[config.mk]
export PLATFORM = sky130hd
export DESIGN_NAME = dcache_ctrl_flat
export DESIGN_NICKNAME = d
export VERILOG_FILES = /design/src/rtl/dcache_ctrl_if.sv /design/src/rtl/dcache_ctrl.sv /design/src/flat_wrapper.sv
export SDC_FILE = /design/constraint.sdc
export NUM_CORES = 2
export LEC_CHECK = 0
export BUFFER_PORTS_ARGS = -buffer_cell sky130_fd_sc_hd__buf_4
export CORE_MARGIN = 2
export CORE_UTILIZATION = 45
export CTS_CLUSTER_SIZE = 24
export DETAILED_ROUTE_END_ITERATION = 10
export PLACE_DENSITY = 0.63
export SLEW_MARGIN = 40
export SYNTH_ARGS = -nofsm -noshare
export SYNTH_HDL_FRONTEND = slang
export SYNTH_SLANG_ARGS = --single-unit
[constraint.sdc]
create_clock -name CLK -period 12.8 [get_ports CLK]
set_input_delay 1.92 -clock CLK [delete_from_list [all_inputs] [get_ports CLK]]
set_output_delay 1.92 -clock CLK [all_outputs]
set_load 0.02 [all_outputs]
[src/rtl/dcache_ctrl_if.sv]
// dcache_ctrl_if: the bus bundle around dcache_ctrl.
//   CPU side : ADDR, WDATA, BE, MemRead, MemWrite   -> cache
//              RDATA, Cache_RDY, Cache_VALID         <- cache
//   Mem side : MEM_REQ, MEM_WEN, MEM_ADDR,
//              MEM_WDATA, MEM_BE                     <- cache
//              MEM_RDATA, MEM_ACK                    -> cache
// The slave modport is the cache's view.
// The master modport is the environment's view (CPU plus memory).
interface dcache_ctrl_if;
  logic [31:0] ADDR;
  logic [31:0] WDATA;
  logic [3:0]  BE;
  logic        MemRead;
  logic        MemWrite;
  logic [31:0] RDATA;
  logic        Cache_RDY;
  logic        Cache_VALID;
  logic        MEM_REQ;
  logic        MEM_WEN;
  logic [31:0] MEM_ADDR;
  logic [31:0] MEM_WDATA;
  logic [3:0]  MEM_BE;
  logic [31:0] MEM_RDATA;
  logic        MEM_ACK;

  modport slave (
    input  ADDR, WDATA, BE, MemRead, MemWrite, MEM_RDATA, MEM_ACK,
    output RDATA, Cache_RDY, Cache_VALID,
           MEM_REQ, MEM_WEN, MEM_ADDR, MEM_WDATA, MEM_BE
  );

  modport master (
    output ADDR, WDATA, BE, MemRead, MemWrite, MEM_RDATA, MEM_ACK,
    input  RDATA, Cache_RDY, Cache_VALID,
           MEM_REQ, MEM_WEN, MEM_ADDR, MEM_WDATA, MEM_BE
  );
endinterface

[src/rtl/dcache_ctrl.sv]
// dcache_ctrl: direct-mapped, write-through, no-write-allocate data cache.
// Lines are 4 words. A read miss refills the whole line. Every store is
// forwarded to memory and completes on MEM_ACK.
// Ports:
//   CLK  : clock; all state changes on the rising edge
//   RST  : synchronous, active-high reset
//   bus  : dcache_ctrl_if.slave
//          CPU request/response and memory request/ack signals
module dcache_ctrl #(
  parameter int unsigned NUM_LINES = 8
) (
  input logic         CLK,
  input logic         RST,
  dcache_ctrl_if.slave bus
);
  localparam int unsigned IDX_W = $clog2(NUM_LINES);
  localparam int unsigned TAG_W = 28 - IDX_W;

  typedef enum logic [2:0] {IDLE, LOOKUP, REFILL, WRMEM, RESP} state_t;

  state_t            r_state;
  logic              r_armed;
  logic [31:2]       r_addr;
  logic [31:0]       r_wdata;
  logic [3:0]        r_be;
  logic              r_wr;
  logic [1:0]        r_cnt;
  logic [NUM_LINES-1:0] r_valid;
  logic [TAG_W-1:0]  r_tag  [NUM_LINES];
  logic [31:0]       r_data [NUM_LINES][4];

  logic              r_rdy;
  logic              r_cvalid;
  logic              r_mreq;
  logic              r_mwen;
  logic [31:0]       r_maddr;
  logic [31:0]       r_mwdata;
  logic [3:0]        r_mbe;
  logic [31:0]       r_rdata;

  logic [IDX_W-1:0]  w_idx;
  logic [TAG_W-1:0]  w_tag;
  logic [1:0]        w_word;
  logic [31:0]       w_cur;
  logic [31:0]       w_merged;
  logic              w_hit;
  logic              w_req;
  logic              w_unused_addr_lsb;

  assign w_idx  = r_addr[3+IDX_W:4];
  assign w_tag  = r_addr[31:4+IDX_W];
  assign w_word = r_addr[3:2];
  assign w_cur  = r_data[w_idx][w_word];
  assign w_hit  = r_valid[w_idx] && (r_tag[w_idx] == w_tag);
  assign w_req  = bus.MemRead | bus.MemWrite;
  assign w_unused_addr_lsb = ^bus.ADDR[1:0];

  always_comb begin
    w_merged = w_cur;
    for (int unsigned b = 0; b < 4; b++) begin
      if (r_be[b]) w_merged[8*b +: 8] = r_wdata[8*b +: 8];
    end
  end

  always_ff @(posedge CLK) begin
    if (RST) begin
      r_state  <= IDLE;
      r_armed  <= 1'b1;
      r_addr   <= '0;
      r_wdata  <= '0;
      r_be     <= '0;
      r_wr     <= 1'b0;
      r_cnt    <= '0;
      r_valid  <= '0;
      r_rdy    <= 1'b0;
      r_cvalid <= 1'b0;
      r_mreq   <= 1'b0;
      r_mwen   <= 1'b0;
      r_maddr  <= '0;
      r_mwdata <= '0;
      r_mbe    <= '0;
      r_rdata  <= '0;
    end else begin
      // A request level still held after completion must drop once
      // before it can be accepted again.
      if (!w_req) r_armed <= 1'b1;

      unique case (r_state)
        IDLE: begin
          if (r_rdy && r_armed && w_req) begin
            r_addr  <= bus.ADDR[31:2];
            r_wdata <= bus.WDATA;
            r_be    <= bus.BE;
            r_wr    <= bus.MemWrite;
            r_armed <= 1'b0;
            r_rdy   <= 1'b0;
            r_state <= LOOKUP;
          end else begin
            r_rdy <= 1'b1;
          end
        end

        LOOKUP: begin
          if (r_wr) begin
            if (w_hit) r_data[w_idx][w_word] <= w_merged;
            r_mreq   <= 1'b1;
            r_mwen   <= 1'b1;
            r_maddr  <= {r_addr[31:2], 2'b00};
            r_mwdata <= r_wdata;
            r_mbe    <= r_be;
            r_state  <= WRMEM;
          end else if (w_hit) begin
            r_rdata  <= w_cur;
            r_cvalid <= 1'b1;
            r_state  <= RESP;
          end else begin
            r_cnt   <= '0;
            r_mreq  <= 1'b1;
            r_mwen  <= 1'b0;
            r_maddr <= {r_addr[31:4], 4'b0000};
            r_mbe   <= '1;
            r_state <= REFILL;
          end
        end

        REFILL: begin
          if (bus.MEM_ACK) begin
            r_data[w_idx][r_cnt] <= bus.MEM_RDATA;
            r_cnt <= r_cnt + 2'd1;
            if (r_cnt == 2'd3) begin
              r_tag[w_idx]   <= w_tag;
              r_valid[w_idx] <= 1'b1;
              r_mreq         <= 1'b0;
              // Earlier words are already in the array; the last word is
              // only on the memory bus this cycle.
              r_rdata  <= (w_word == 2'd3) ? bus.MEM_RDATA : w_cur;
              r_cvalid <= 1'b1;
              r_state  <= RESP;
            end else begin
              r_maddr <= {r_addr[31:4], r_cnt + 2'd1, 2'b00};
            end
          end
        end

        WRMEM: begin
          if (bus.MEM_ACK) begin
            r_mreq   <= 1'b0;
            r_mwen   <= 1'b0;
            r_cvalid <= 1'b1;
            r_state  <= RESP;
          end
        end

        RESP: begin
          r_cvalid <= 1'b0;
          r_rdy    <= 1'b1;
          r_state  <= IDLE;
        end

        default: r_state <= IDLE;
      endcase
    end
  end

  assign bus.RDATA       = r_rdata;
  assign bus.Cache_RDY   = r_rdy;
  assign bus.Cache_VALID = r_cvalid;
  assign bus.MEM_REQ     = r_mreq;
  assign bus.MEM_WEN     = r_mwen;
  assign bus.MEM_ADDR    = r_maddr;
  assign bus.MEM_WDATA   = r_mwdata;
  assign bus.MEM_BE      = r_mbe;
endmodule
[src/flat_wrapper.sv]
// flat-port wrapper written by rule: the top's interface ports become plain ports
module dcache_ctrl_flat 
#(
  parameter int unsigned NUM_LINES = 8
)
  (CLK, RST, bus_ADDR, bus_WDATA, bus_BE, bus_MemRead, bus_MemWrite, bus_MEM_RDATA, bus_MEM_ACK, bus_RDATA, bus_Cache_RDY, bus_Cache_VALID, bus_MEM_REQ, bus_MEM_WEN, bus_MEM_ADDR, bus_MEM_WDATA, bus_MEM_BE);
  dcache_ctrl_if bus_i ();
  input logic CLK;
  input logic RST;
  input wire logic [$bits(bus_i.ADDR)-1:0] bus_ADDR;
  input wire logic [$bits(bus_i.WDATA)-1:0] bus_WDATA;
  input wire logic [$bits(bus_i.BE)-1:0] bus_BE;
  input wire logic [$bits(bus_i.MemRead)-1:0] bus_MemRead;
  input wire logic [$bits(bus_i.MemWrite)-1:0] bus_MemWrite;
  input wire logic [$bits(bus_i.MEM_RDATA)-1:0] bus_MEM_RDATA;
  input wire logic [$bits(bus_i.MEM_ACK)-1:0] bus_MEM_ACK;
  output wire logic [$bits(bus_i.RDATA)-1:0] bus_RDATA;
  output wire logic [$bits(bus_i.Cache_RDY)-1:0] bus_Cache_RDY;
  output wire logic [$bits(bus_i.Cache_VALID)-1:0] bus_Cache_VALID;
  output wire logic [$bits(bus_i.MEM_REQ)-1:0] bus_MEM_REQ;
  output wire logic [$bits(bus_i.MEM_WEN)-1:0] bus_MEM_WEN;
  output wire logic [$bits(bus_i.MEM_ADDR)-1:0] bus_MEM_ADDR;
  output wire logic [$bits(bus_i.MEM_WDATA)-1:0] bus_MEM_WDATA;
  output wire logic [$bits(bus_i.MEM_BE)-1:0] bus_MEM_BE;
  assign bus_i.ADDR = bus_ADDR;
  assign bus_i.WDATA = bus_WDATA;
  assign bus_i.BE = bus_BE;
  assign bus_i.MemRead = bus_MemRead;
  assign bus_i.MemWrite = bus_MemWrite;
  assign bus_i.MEM_RDATA = bus_MEM_RDATA;
  assign bus_i.MEM_ACK = bus_MEM_ACK;
  assign bus_RDATA = bus_i.RDATA;
  assign bus_Cache_RDY = bus_i.Cache_RDY;
  assign bus_Cache_VALID = bus_i.Cache_VALID;
  assign bus_MEM_REQ = bus_i.MEM_REQ;
  assign bus_MEM_WEN = bus_i.MEM_WEN;
  assign bus_MEM_ADDR = bus_i.MEM_ADDR;
  assign bus_MEM_WDATA = bus_i.MEM_WDATA;
  assign bus_MEM_BE = bus_i.MEM_BE;
  dcache_ctrl #(.NUM_LINES(NUM_LINES)) u_core (.CLK(CLK), .RST(RST), .bus(bus_i));
endmodule
* After elaboration in Yosys (flattened, before gate mapping) *
Memory sizes are Yosys's and may differ from the RTL's. A register that Yosys moved wholly into a read port is not among the register bits.
Cells that the tools add are included.

word-level totals
  bits in registers = 185
  memories = 2
  bits of input ports = 105
  word-level logic and storage cells = 402
  bits in writable memories = 1,224

operators by class
  mux-type cells = 205
  $add $sub $neg = 1
  bitwise gates (word level) = 132
  $lt $le $gt $ge = 6
  reductions and logical operators = 23
  equality and inequality tests = 17

memories
  name           depth  width  read ports  clocked after memory_dff  wr ports  RTL line           RTL
  u_core.r_data  8      128    1           1                         1         dcache_ctrl.sv:30  logic [31:0] r_data [NUM_LINES][4];
  u_core.r_tag   8      25     1           1                         1         dcache_ctrl.sv:29  logic [TAG_W-1:0] r_tag [NUM_LINES];

operators with widths
  operator                                                number
  2-to-1 mux 32 bit                                       13
  2-to-1 mux 128 bit                                      2
  2-to-1 mux 1 bit                                        158
  OR 1 bit                                                129
  demux 32 bit (select 2 bit)                             2
  one-hot mux 32 bit (2 select lines)                     2
  binary-select mux 32 bit (select 2 bit)                 1
  2-to-1 mux 8 bit                                        4
  2-to-1 mux 3 bit                                        10
  equality test 25 bit                                    1
  one-hot mux 3 bit (4 select lines)                      1
  AND reduction 4 bit                                     3
  inequality test 2 bit (second input constant)           5
  AND reduction 5 bit                                     2
  2-to-1 mux 4 bit                                        2
  inequality test 2 x 1 -> 1 bit (second input constant)  4
  OR 8 bit                                                1
  equality test 3 x 2 -> 1 bit (second input constant)    2
  >= comparator 3 bit (second input constant)             2
  logical AND 1 bit                                       6
  < comparator 3 x 1 -> 1 bit (second input constant)     2
  2-to-1 mux 2 bit                                        3
  inverter 2 -> 3 bit                                     2
  AND reduction 2 bit                                     3
  other kinds (19)                                        24

* Depth between registers and ports, before layout *
  word-level depth = 9
  mapped depth = 14
  depth with buffers taken out = 8

* Worst setup path after synthesis *
OpenSTA, ideal clock, no wires.

  path type = input -> register
  from = input port bus_MEM_ACK
  to = memory u_core.r_data[6][100] (netlist bit) (enable)
  cell stages on the path = 6
  arrival = 4.304 ns
  required time = 12.379 ns
  path buffers = 1
  slack = 8.075 ns
  path through = clkbuf_1 -> nand2_1 -> nor2_1 -> nand2_1 -> a21boi_1 -> nor2_1

on the way
  word-level cells in the longest chain between the ends = 5

ends and longest elaborated chain
  what                                      RTL line            RTL
  start: declaration                        flat_wrapper.sv:16  input wire logic [$bits(bus_i.MEM_ACK)-1:0] bus_MEM_ACK;
  2-to-1 mux 1 bit                          dcache_ctrl.sv:127  if (bus.MEM_ACK) begin
  2-to-1 mux 1 bit                          dcache_ctrl.sv:88   unique case (r_state)
  2-to-1 mux 1 bit                          dcache_ctrl.sv:66   if (RST) begin
  2-to-1 mux 128 bit (implied by the code)  dcache_ctrl.sv:128  r_data[w_idx][r_cnt] <= bus.MEM_RDATA;
  OR 1 bit (no source line)                 --
  end: declaration                          dcache_ctrl.sv:30

Every way passes these cells.

==> impl_metrics.yaml <==
outcome:
  outcome: "finished clean"
grt:
  grt_start_max_net_pins: 138
  grt_pass1_vias: 31500
  overflow: 0
  grtUsageTotal_pct: 24.1
  antenna_found_initial: 8
  grt_pass1_wl_mm: 224
final_layout:
  multi_input_area_um2: 15600
  area_growth_pct: 15.2
  fin_cells: 5014
  seq_area_um2: 40500
  stdcell_area_um2: 65300
  drive_above_1_share_pct: 33.3
  layout.nets: 3354
  fill_cells: 9863
  fin_util_pct: 52.1
power:
  leakage_nw: 20.8
  sw_frac_of_total_pct: 27.6
  power.internal_mw: 9.32
  pwr-share-seq_pct: 47.1
  netSwitchingPower_mw: 3.55
  comb_power_share_pct: 20.6
  p_clk_share_pct: 32.3
  ir_drop_mv: 0.141
  powerDensity_nw_per_um2: 197
placed_design:
  io_buffers: 204
  gp_congestion: 0.792
  placed_cell_area_um2: 60500
  dp.cells: 4746
  hpwl_mm: 92.5
logic_synthesis:
  avgSynthCellArea_um2: 18.7
  synth_xor_area_share_pct: 0.216
  synth_top_family_by_area: "multiplexers"
  synthesis.yosys.warnings: 0
  syn-cell-area_um2: 56600
  synth_seq_cells: 1410
  syn_inst: 3024
  async_flop_share_pct: 0
  synth_fa_ha_area_share_pct: 0.0884
  synth_mux_area_share_pct: 19.3
  synth-edff-count: 1224
  synth_compound_area_share_pct: 3.64
  synth_cell_type_count: 61
  ys.flop_type: "edfxtp_1"
  synth_simple_gate_area_share_pct: 3.66
  ys_seq_area_share_pct: 71.5
critical_path:
  worstPathArrival_ns: 6.35
  required_ns: 13.18
  worstSetupPathType: "reg -> reg"
  path_cells: "buf_6 -> nor2b_1 -> a22o_1 -> a221oi_1 -> xor2_1 -> or4_1 -> nor4_4 -> a21boi_4 -> nor2_4 -> buf_4"
  start_kind: "flip-flop"
  critPathMaxFanout: 60
  crit_path_max_incr_delay_ns: 0.81
  reg2reg_slack_ns: 6.83
  crit_path_end_kind: "flip-flop"
  critPathSlowestCell: "nor4_4"
floorplan:
  chipWidth_um: 359
  core-area_um2: 125000
  rows: 130
  io_pins: 209
  initial_core_util_pct: 45.2
  die-area_um2: 129000
  die_h_um: 359
sta:
  setup_tns_ns: 0
  holdWs_ns: 0.454
  relSlewSlack_pct: 38.6
  finalCritPeriodShare_pct: 46.6
  finalSetupViolCount: 0
  final_max_slew_viol_count: 0
  fin_skew_ns: 0.0363
  grt_setup_unrepaired: "no"
  finalHoldViolCount: 0
  timing.fmax_mhz: 168
  min_period_ns: 5.97
  worst_pin_slew_ns: 0.921
clock_tree:
  numCtsBuffers: 144
  clk_latency_ns: 0.75
  cts_resized: 0
  clock_path_buffers: 3
  ctsHoldBuffers: 0
  htree_levels: 4
  cts-root-buf: "clkbuf_16"
  clkTransAtPathRegs_ns: 0.06
  cts_tree: "done"
  postCtsSetupRepairBufs: 0
  clock_sinks: 1410
drt:
  drc: 0
  first_iter_violations: 4137
  drt.antenna.violating_nets: 0
  drt_wl_total_mm: 156
  vias_per_cell: 6.23
  wl_per_cell_um: 31.1
  first_pass_iters: 5
  num_vias: 31300
flow_run:
  maxCapViolations: 0
worst_hold_path:
  hp-class: "reg -> reg"
## final timing paths
| path | cells past startpoint | startpoint | to |
|---|---|---|---|
| hold / removal | 1 | u_core.r_valid[3]$_SDFFE_PP0P_ | u_core.r_valid[3]$_SDFFE_PP0P_ |
| setup / recovery | 10 | flip-flop | u_core.r_data[3][37]$_DFFE_PP_ |
| hold reg to reg | 1 | u_core.r_valid[3]$_SDFFE_PP0P_ | u_core.r_valid[3]$_SDFFE_PP0P_ |
| setup reg to reg | 10 | flip-flop | u_core.r_data[3][37]$_DFFE_PP_ |
## synthesized netlist by cell type, drive strengths merged (10+ instances only)
cell type  count  area (um2)
edfxtp      1224       36800
mux4         348        7840
nand2        249         935
mux2         200        2250
dfxtp        186        3720
clkbuf       156         586
a21oi        111         556
mux2i         84         841
nor2          67         251
buf           59         323
nand4         35         219
a211oi        33         248
a41o          31         310
and3          31         194
a41oi         29         254
o311ai        29         254
a22o          10        87.6
nor3          10        50.1
## worst max-delay path: cells and delay by family, from the launching register on
family | cells | cell delay, ns
buf+inv | 2 | 1.24
compound gates | 3 | 0.57
xor+xnor | 1 | 0.19
flops | 1 | 0.75
simple gates | 4 | 2.70
## layout make-up
type	instances	share of cell area (%)
antenna	1	0.00383
clock buffer	196	6.21
clock inverter	68	0.960
inverter	5	0.0326
multi-input combinational	1395	24.0
sequential	1410	62.0
tap	1650	3.16
timing repair buffer	289	3.62
## flip-flops by register name, indices dropped and copies added, names as in the netlist, 2 cells and up, named ones only
name,cells
u_core.bus.MEM_ADDR,30
u_core.bus.MEM_BE,4
u_core.bus.MEM_WDATA,32
u_core.bus.RDATA,32
u_core.r_addr,30
u_core.r_be,4
u_core.r_cnt,2
u_core.r_data,1024
u_core.r_state,3
u_core.r_tag,200
u_core.r_valid,8
u_core.r_wdata,32
## metal layers
layer | vias to the layer above | share of wire (%) | GRT usage (%)
li1 | 12800 | - | -
met1 | 16600 | 40 | 33.3
met2 | 1587 | 48 | 38.7
met3 | 257 | 9.6 | 5.49
met4 | 6 | 2.6 | 6.97
met5 | - | 0.022 | 0
## cell usage in the layout, fill, tap and decap left out, drive strengths merged, types with 9 or more instances in the layout
master,count
a211oi,33
a21o,9
a21oi,111
a22o,10
a22oi,9
a41o,31
a41oi,29
and3,31
buf,288
bufinv,10
clkbuf,197
clkinv,49
dfxtp,186
edfxtp,1224
inv,10
mux2,200
mux2i,84
mux4,348
nand2,249
nand3,9
nand4,35
nor2,67
nor3,10
o21ai,9
o311ai,29
## cells by family after synthesis
kind of cell / after synthesis
other: 1
adder cells (fa/ha/maj): 4
AO/OA/AOI/OAI: 292
flip-flops: 1410
buffers and inverters: 220
AND/OR/NAND/NOR: 451
multiplexers: 632
XOR/XNOR: 14
## stage by stage
stage	setup WS (ns)	total power [mW]
floorplan	8.07	7.88
global placement	6.21	8.64
detailed placement	6.88	8.80
CTS	6.85	12.9
global route	6.64	13.3
finish	6.83	12.9
## power by group through the flow
stage | registers, mW | clock network, mW | logic (mW)
2_1_floorplan | 6.00 | 0 | 1.88
3_3_place_gp | 6.15 | 0 | 2.49
3_5_place_dp | 6.16 | 0 | 2.64
4_1_cts | 6.07 | 4.21 | 2.65
5_1_grt | 6.07 | 4.39 | 2.88
6_report | 6.06 | 4.15 | 2.66
Power figures use the tool's default switching activity.
